File: config.mk
export PLATFORM = sky130hd
export DESIGN_NAME = mreq_executor
export DESIGN_NICKNAME = d
export VERILOG_FILES = /design/src/rtl/mreq_pkg.sv /design/src/rtl/mreq_lane_align.sv /design/src/rtl/mreq_executor.sv
export SDC_FILE = /design/constraint.sdc
export NUM_CORES = 1
export LEC_CHECK = 0
export CAP_MARGIN = 20
export CORE_MARGIN = 4
export CORE_UTILIZATION = 43
export CTS_CLUSTER_DIAMETER = 200
export DETAILED_ROUTE_END_ITERATION = 8
export GPL_ROUTABILITY_DRIVEN = 1
export HOLD_SLACK_MARGIN = 0.06
export PLACE_DENSITY = 0.76
export RECOVER_POWER = 50
export SLEW_MARGIN = 20
export SYNTH_ARGS = -nofsm -noshare
export SYNTH_HDL_FRONTEND = slang
export SYNTH_HIERARCHICAL = 1
export SYNTH_SLANG_ARGS = --single-unit
export TNS_END_PERCENT = 5
File: constraint.sdc
create_clock -name i_clk -period 2.2 [get_ports i_clk]
set_input_delay 0.44 -clock i_clk [delete_from_list [all_inputs] [get_ports i_clk]]
set_output_delay 0.44 -clock i_clk [all_outputs]
set_load 0.02 [all_outputs]
File: src/rtl/mreq_pkg.sv
// Shared MREQ definitions: word-size encodings, executor states, Wishbone lane selects.
package mreq_pkg;

   localparam logic [1:0] MREQ_WSIZE_8  = 2'd0;
   localparam logic [1:0] MREQ_WSIZE_16 = 2'd1;
   localparam logic [1:0] MREQ_WSIZE_32 = 2'd2;

   typedef enum logic [1:0] {
      StIdle,
      StWdata,
      StBus,
      StRdout
   } mreq_state_e;

   localparam logic [3:0] WB_SEL_B0   = 4'b0001;
   localparam logic [3:0] WB_SEL_LO16 = 4'b0011;
   localparam logic [3:0] WB_SEL_HI16 = 4'b1100;
   localparam logic [3:0] WB_SEL_ALL  = 4'b1111;

   // Address increment per word; encodings 2 and 3 are both 32-bit.
   function automatic logic [31:0] addr_step(input logic [1:0] wsize);
      case (wsize)
         MREQ_WSIZE_8:  return 32'd1;
         MREQ_WSIZE_16: return 32'd2;
         default:       return 32'd4;
      endcase
   endfunction

endpackage

File: src/rtl/mreq_lane_align.sv
// Combinational Wishbone byte-lane handling: sel generation, write-data replication and
// read-data extraction from (wsize, addr[1:0]).
module mreq_lane_align
   import mreq_pkg::*;
(
   input  logic [1:0]  wsize,
   input  logic [1:0]  addr_lo,
   input  logic [31:0] wdata,
   input  logic [31:0] bus_rdata,
   output logic [3:0]  sel,
   output logic [31:0] bus_wdata,
   output logic [31:0] rdata
);

   logic [7:0]  rd_byte;
   logic [15:0] rd_half;

   always_comb begin
      case (addr_lo)
         2'd0:    rd_byte = bus_rdata[7:0];
         2'd1:    rd_byte = bus_rdata[15:8];
         2'd2:    rd_byte = bus_rdata[23:16];
         default: rd_byte = bus_rdata[31:24];
      endcase
      rd_half = addr_lo[1] ? bus_rdata[31:16] : bus_rdata[15:0];
   end

   // Unaligned low address bits are ignored: 16-bit looks only at addr[1], 32-bit at neither.
   always_comb begin
      sel       = WB_SEL_ALL;
      bus_wdata = wdata;
      rdata     = bus_rdata;
      case (wsize)
         MREQ_WSIZE_8: begin
            sel       = WB_SEL_B0 << addr_lo;
            bus_wdata = {4{wdata[7:0]}};
            rdata     = {24'h0, rd_byte};
         end
         MREQ_WSIZE_16: begin
            sel       = addr_lo[1] ? WB_SEL_HI16 : WB_SEL_LO16;
            bus_wdata = {2{wdata[15:0]}};
            rdata     = {16'h0, rd_half};
         end
         default: ;
      endcase
   end

endmodule

File: src/rtl/mreq_executor.sv
// MREQ consumer: runs one request as a series of Wishbone classic single-word cycles.
// Optional bus watchdog enabled by defining MREQ_EXEC_TIMEOUT_EN.
module mreq_executor
   import mreq_pkg::*;
#(
   parameter int unsigned TIMEOUT_CYCLES = 255
) (
   input  logic        i_clk,
   input  logic        i_rst_n,
   input  logic        i_mreq_valid,
   output logic        o_mreq_ready,
   input  logic        i_mreq_wr,
   input  logic        i_mreq_aincr,
   input  logic [1:0]  i_mreq_wsize,
   input  logic [7:0]  i_mreq_wcount,
   input  logic [31:0] i_mreq_addr,
   input  logic        i_wdata_valid,
   output logic        o_wdata_ready,
   input  logic [31:0] i_wdata,
   output logic        o_rdata_valid,
   input  logic        i_rdata_ready,
   output logic [31:0] o_rdata,
   output logic        o_wb_cyc,
   output logic        o_wb_stb,
   output logic        o_wb_we,
   output logic [29:0] o_wb_adr,
   output logic [3:0]  o_wb_sel,
   output logic [31:0] o_wb_dat,
   input  logic [31:0] i_wb_dat,
   input  logic        i_wb_ack,
   input  logic        i_wb_err,
   output logic        o_busy,
   output logic        o_err
);

   if (TIMEOUT_CYCLES == 0) begin : g_bad_timeout
      $error("TIMEOUT_CYCLES must be nonzero");
   end

   mreq_state_e state_q, state_d, next_word;

   logic        wr_q, aincr_q, err_q;
   logic [1:0]  wsize_q;
   logic [7:0]  count_q;
   logic [31:0] addr_q, wdata_q, rdata_q;
   logic [3:0]  lane_sel;
   logic [31:0] lane_wdata, lane_rdata;
   logic        tmo_hit, bus_fail, bus_done, advance;

`ifdef MREQ_EXEC_TIMEOUT_EN
   localparam int unsigned TmoW =
      ($clog2(TIMEOUT_CYCLES + 1) > 8) ? $clog2(TIMEOUT_CYCLES + 1) : 8;
   logic [TmoW-1:0] tmo_q;

   // Held at zero outside BUS, so every bus cycle starts counting from zero.
   always_ff @(posedge i_clk or negedge i_rst_n) begin
      if (!i_rst_n)               tmo_q <= '0;
      else if (state_q != StBus)  tmo_q <= '0;
      else                        tmo_q <= tmo_q + 1'b1;
   end

   assign tmo_hit = (state_q == StBus) && (tmo_q == TmoW'(TIMEOUT_CYCLES - 1));
`else
   assign tmo_hit = 1'b0;
`endif

   assign bus_fail  = i_wb_err | tmo_hit;
   assign bus_done  = (state_q == StBus) & (i_wb_ack | bus_fail);
   assign advance   = (bus_done & wr_q) | ((state_q == StRdout) & i_rdata_ready);
   assign next_word = (count_q == 8'd0) ? StIdle : (wr_q ? StWdata : StBus);

   mreq_lane_align u_lane_align (
      .wsize     (wsize_q),
      .addr_lo   (addr_q[1:0]),
      .wdata     (wdata_q),
      .bus_rdata (i_wb_dat),
      .sel       (lane_sel),
      .bus_wdata (lane_wdata),
      .rdata     (lane_rdata)
   );

   always_ff @(posedge i_clk or negedge i_rst_n) begin
      if (!i_rst_n) state_q <= StIdle;
      else          state_q <= state_d;
   end

   always_comb begin
      state_d = state_q;
      unique case (state_q)
         StIdle:  if (i_mreq_valid)  state_d = i_mreq_wr ? StWdata : StBus;
         StWdata: if (i_wdata_valid) state_d = StBus;
         StBus:   if (bus_done)      state_d = wr_q ? next_word : StRdout;
         StRdout: if (i_rdata_ready) state_d = next_word;
         default:                    state_d = StIdle;
      endcase
   end

   always_comb begin
      o_mreq_ready  = 1'b0;
      o_wdata_ready = 1'b0;
      o_wb_cyc      = 1'b0;
      o_wb_stb      = 1'b0;
      o_wb_we       = 1'b0;
      o_wb_sel      = 4'b0000;
      o_rdata_valid = 1'b0;
      unique case (state_q)
         StIdle:  o_mreq_ready = 1'b1;
         StWdata: o_wdata_ready = 1'b1;
         StBus: begin
            o_wb_cyc = 1'b1;
            o_wb_stb = 1'b1;
            o_wb_we  = wr_q;
            o_wb_sel = lane_sel;
         end
         StRdout: o_rdata_valid = 1'b1;
         default: ;
      endcase
   end

   assign o_busy   = (state_q != StIdle);
   assign o_err    = err_q;
   assign o_rdata  = rdata_q;
   assign o_wb_adr = addr_q[31:2];
   assign o_wb_dat = lane_wdata;

   always_ff @(posedge i_clk or negedge i_rst_n) begin
      if (!i_rst_n) begin
         wr_q    <= 1'b0;
         aincr_q <= 1'b0;
         wsize_q <= MREQ_WSIZE_8;
         count_q <= 8'd0;
         addr_q  <= 32'd0;
         wdata_q <= 32'd0;
         rdata_q <= 32'd0;
         err_q   <= 1'b0;
      end else begin
         if ((state_q == StIdle) && i_mreq_valid) begin
            wr_q    <= i_mreq_wr;
            aincr_q <= i_mreq_aincr;
            wsize_q <= i_mreq_wsize;
            count_q <= i_mreq_wcount;
            addr_q  <= i_mreq_addr;
            err_q   <= 1'b0;
         end
         if ((state_q == StWdata) && i_wdata_valid) wdata_q <= i_wdata;
         // A failed word is still counted; reads deliver zero in its place.
         if (bus_done) begin
            if (bus_fail) err_q <= 1'b1;
            if (!wr_q)    rdata_q <= bus_fail ? 32'd0 : lane_rdata;
         end
         if (advance && (count_q != 8'd0)) begin
            count_q <= count_q - 8'd1;
            if (aincr_q) addr_q <= addr_q + addr_step(wsize_q);
         end
      end
   end

endmodule

== After elaboration in Yosys (flattened, before gate mapping) ==
Index checks and enable logic that the tools add are counted.

* Add/subtract/negate cells: 2
* Equality and inequality tests: 10
* Shift operators: 1
* Muxes and demuxes: 33
* Bitwise operators: 6
* Reduce and logical (&&, ||, !) cells: 12

{| class="wikitable"
|+ Operators with widths
! operator !! count
|-
| $mux 32 || 6
|-
| $pmux 32 s2 || 2
|-
| $add 32x32->32 || 1
|-
| $pmux 8 s3 || 1
|-
| $mux 16 || 1
|-
| $mux 2 || 8
|-
| $mux 8 || 2
|-
| $logic_not 8->1 || 1
|-
| $mux 1 || 8
|-
| $mux 4 || 2
|-
| $ne 2x2->1 const B || 4
|-
| $pmux 2 s4 || 1
|-
| $pmux 4 s2 || 1
|-
| $reduce_bool 8->1 || 1
|-
| $sub 8x1->8 const B || 1
|-
| $eq 2x1->1 const B || 3
|-
| $eq 2x2->1 const B || 3
|-
| $logic_not 2->1 || 3
|-
| $pmux 3 s2 || 1
|-
| $reduce_and 4->1 || 1
|-
| $reduce_bool 2->1 || 2
|-
| $shl 1x2->4 const A || 1
|-
| $and 1x1->1 || 3
|-
| $logic_and 1x1->1 || 3
|-
| 3 further kinds || 4
|}

* Bits in registers: 111
* Input port bits: 115
* Output and inout port bits: 106
* Logic and storage cells: 73

== Logic depth before layout (Yosys ltp) ==
* Word-level depth: 9
* Depth in mapped cells: 10
* Depth with buffers taken out: 8

== Modules after synthesis ==
Netlist, hierarchy kept.

{| class="wikitable"
|+ Modules (own cells, without submodules)
! module !! instances !! cells each !! area each (µm²) !! seq. area each (µm²)
|-
| mreq_executor || 1 || 588 || 5,755.5 || 2,777.7
|-
| mreq_lane_align || 1 || 144 || 1,051.0 || 0.0
|}

== Worst setup path before layout ==
OpenSTA, ideal clock, no wires.

* Path type: register -> register
* From: register wsize_q[1]
* To: register addr_q[18]
* Data arrival time: 2.129 ns
* Path slack: -0.053 ns
* Stages on the path, launching flop included: 9
* Period minus slack after synthesis: 2.253 ns
* Cell sequence: dfrtp_1 nor2_1 ha_1 fa_1 a21oi_1 nor3_1 nand2_1 nor3_1 mux2_2

* Cells in the longest elaborated chain, start to end: 7

{| class="wikitable"
|+ Ends and longest elaborated chain
! what !! line !! source
|-
| start, declared || mreq_executor.sv:43 || <nowiki>logic [1:0] wsize_q;</nowiki>
|-
| start signal, assigned || mreq_executor.sv:140 || <nowiki>wsize_q <= i_mreq_wsize;</nowiki>
|-
| $eq 2x1->1 / $logic_not 2->1 (equally long branches) || mreq_pkg.sv:22 || <nowiki>case (wsize)</nowiki>
|-
| $pmux 3 s2 (*) || mreq_pkg.sv:22 ||
|-
| $mux 32 (*) || mreq_executor.sv:153 || <nowiki>if (aincr_q) addr_q <= addr_q + addr_step(wsize_q);</nowiki>
|-
| $mux 32 (*) || mreq_executor.sv:151 || <nowiki>if (advance && (count_q != 8'd0)) begin</nowiki>
|-
| $add 32x32->32 (*) || mreq_executor.sv:153 ||
|-
| $mux 32 (*) || mreq_executor.sv:153 ||
|-
| $mux 32 (*) || mreq_executor.sv:151 ||
|-
| end signal, assigned || mreq_executor.sv:142 || <nowiki>addr_q <= i_mreq_addr;</nowiki>
|-
| end signal, assigned || mreq_executor.sv:153 ||
|-
| end, declared || mreq_executor.sv:45 || <nowiki>logic [31:0] addr_q, wdata_q, rdata_q;</nowiki>
|}

Mark *: on every way between the ends. The rest lies on a longest branch, timed or not. The select of a mux whose other input is x is not followed.
A chain may end at the register's enable or synchronous reset.

== Final worst setup path ==
* From: register wsize_q[1]
* To: register addr_q[25]

The elaborated chain is that of the path after synthesis.

==> out/qor.yml <==
reg2reg_depth: 8
crit_arrival_ns: 2.54
ys_seq_area_frac: 0.408
dr.first_iter.drc_count: 471
fmax_ghz: 0.438
first_pass_iters: 5
dieArea_um2: 17900
maxCapViolations: 0
critPathCapture: "addr_q[25]"
clock-root-buffer: "clkbuf_16"
ys_async_sr_fraction: 1.00
fin_ws_ns: -0.0823
holdBufCountCts: 0
antenna_found_initial: 0
avgSynthCellArea_um2: 9.30
fp.dieH_um: 134
synth.most_common_cell: "nand2_1"
grt_usage: 0.228
portBuffers: 220
grt_pass1_wl_mm: 33.2
tightest_slew_ns: 1.15
max_stage_delay_ns: 0.56
netlist_area_um2: 6810
period_share: 1.04
grt.overflow.total: 0
synthDistinctLibCells: 64
netlist.area_leader.share: 0.408
dp_hpwl_mm: 15.5
via_count: 6396
crit_start: "wsize_q[1]"
gp_congestion: 0.892
slew_headroom: 0.231
drt_wl_total_mm: 21.0
power_leakage_nw: 4.25
p_per_area_nw_per_um2: 1460
antenna_cells: 0
syn_nets: 852
cts_tree: "built"
fin_util: 0.629
critical_path_depth: 8
die_x_um: 134
yosys_register_bits: 111
layoutNonFillerInstCount: 1175
dp_cells: 1158
irDropWorstVdd_mv: 0.991
synth_edf_count: 0
syn_to_final_growth_pct: 42.0
drive_gt1_frac: 0.223
min_path_type: "input pin to async pin"
timing.final.hold_violations: 0
finalNetCount: 1080
postSynthCellCount: 732
synth_top_cell_by_area: "dfrtp_1"
period_minus_slack_ns: 2.28
cpLargestDelayFamily: "simple AND/OR/NAND/NOR gates"
clk_pin_slew_ns: 0.08
clk_path_buf_depth: 2
core_um2: 15400
cpMaxStageDelayCell: "or4_1"
dp_slack_ns: -0.348
drc_errors: 0
avgViaCountPerCell: 5.44
cp.required_ns: 2.46
yosysWarnings: 6
violations: "negative setup slack"
fin_skew_ns: 0.0103
cp-start-kind: "register"
ant_nets: 0
p_total_mw: 14.2
numCtsBuffers: 9
start_util: 0.443
synth_ff_type: "dfrtp_1"
wl_per_cell_um: 17.9
grt_pass1_vias: 6366
cts_max_level: 3
io_pins: 221
cp_num_buf_inv: 2
regToRegEndpoint: "addr_q[25]"
setup_viol: 12
worstPathMaxFanout: 6
status: "finished with violations"
slew_violations: 0
rows: 45
grt_max_degree: 51
clkLatencyLatePin_ns: 0.36
cp_cell_sequence: "buf_6 -> ha_4 -> buf_6 -> o211ai_1 -> nor2_1 -> nand4_1 -> or4_1 -> o211ai_1"
synthTopCellsByArea: "dfrtp_1 41%, mux2_2 8.6%, nand2_1 7.4%"
r2r_slack_ns: -0.08
rsz0062_at_grt: "true"
r2r_start: "wsize_q[1]"
ys_top_cells_by_count: "134 x nand2_1, 111 x dfrtp_1, 52 x mux2_2, 52 x nor2_1, 41 x buf_4"
cp-end-kind: "register"
path_class: "register to register"
cts.sinks: 111
==> layout by cell type, fill, tap and decap left out, types with 11 or more instances in the layout <==
cell,instances
nor2_1,50
nand4_1,12
clkbuf_2,17
nand3_1,22
nand3b_1,32
dfrtp_1,110
a22o_1,15
clkdlybuf4s50_1,184
nor3_1,11
and2_1,24
buf_4,59
nand2_1,133
inv_1,12
mux2i_1,20
mux2_2,52
buf_2,12
==> repair_timing <==
action	4_1_cts	5_1_grt
pin swaps	2	10
endpoints found under the setup margin	49	60
setup buffers	0	2
gates cloned	0	0
resized for setup	89	56
==> worst min-delay path by stage <==
stage | end | slack (ns) | depth (start not counted)
after global placement | o_rdata[28] | 0.45 | 2
after floorplan | addr_q[0] | 0.14 | 0
after global routing | o_rdata[1] | 0.40 | 1
after detailed placement | o_rdata[14] | 0.45 | 2
final | o_rdata[7] | 0.30 | 1
after CTS | o_rdata[1] | 0.11 | 1
==> logic make-up after synthesis <==
group | share of synthesized area
xor gates and xnor gates | 0.00129
buffers and inverters | 0.0840
adders and majority gates | 0.0103
DFF | 0.408
muxes | 0.130
AOI/OAI and AO/OA | 0.127
and+or+nand+nor | 0.240
==> per-layer routing <==
metal  wire [µm]  global-route usage  up-vias
li1            -                   -     3013
met1        8830               0.301     3106
met2       10200               0.373      233
met3        1210              0.0443       44
met4         737              0.0857        0
met5           0                   0        -
==> worst register-to-register path, stage by stage, from the launching register on <==
cell and delay, ns:
dfrtp_2 0.43, buf_6 0.12, ha_4 0.26, buf_6 0.09
o211ai_1 0.12, nor2_1 0.19, nand4_1 0.30, or4_1 0.56
o211ai_1 0.12
==> metrics by stage <==
step                      cell area [µm²]  TNS [ns]  hold WS, ns
final                                9670    -0.428        0.300
after detailed placement             9450     -6.73        0.454
after floorplan                      6810   -0.0701        0.144
after CTS                            9720    -0.282        0.112
after global placement               9450     -5.59        0.449
after global routing                 9670     -2.73        0.402
==> sequential cells by signal, indices dropped and copies added (netlist names), 2 cells and up <==
name     cells
count_q      8
wsize_q      2
addr_q      32
wdata_q     32
o_rdata     32
state_q      2
==> layout make-up <==
cell class	count	area (µm²)
Fill cell	1314	5700
Multi-Input combinational cell	525	3550
Sequential cell	111	2780
Timing Repair Buffer	299	2740
Tap cell	211	264
Clock buffer	10	239
Inverter	14	52.6
Clock inverter	5	40.0
==> report_power, final <==
group | total, mW | leakage [nW] | internal, mW | switching (mW)
Clock | 1.60 | 0.140 | 0.808 | 0.797
Combinational | 8.64 | 2.75 | 4.17 | 4.47
Sequential | 3.91 | 1.36 | 3.03 | 0.877
Total | 14.2 | 4.25 | 8.02 | 6.14
Power figures use the tool's default switching activity.
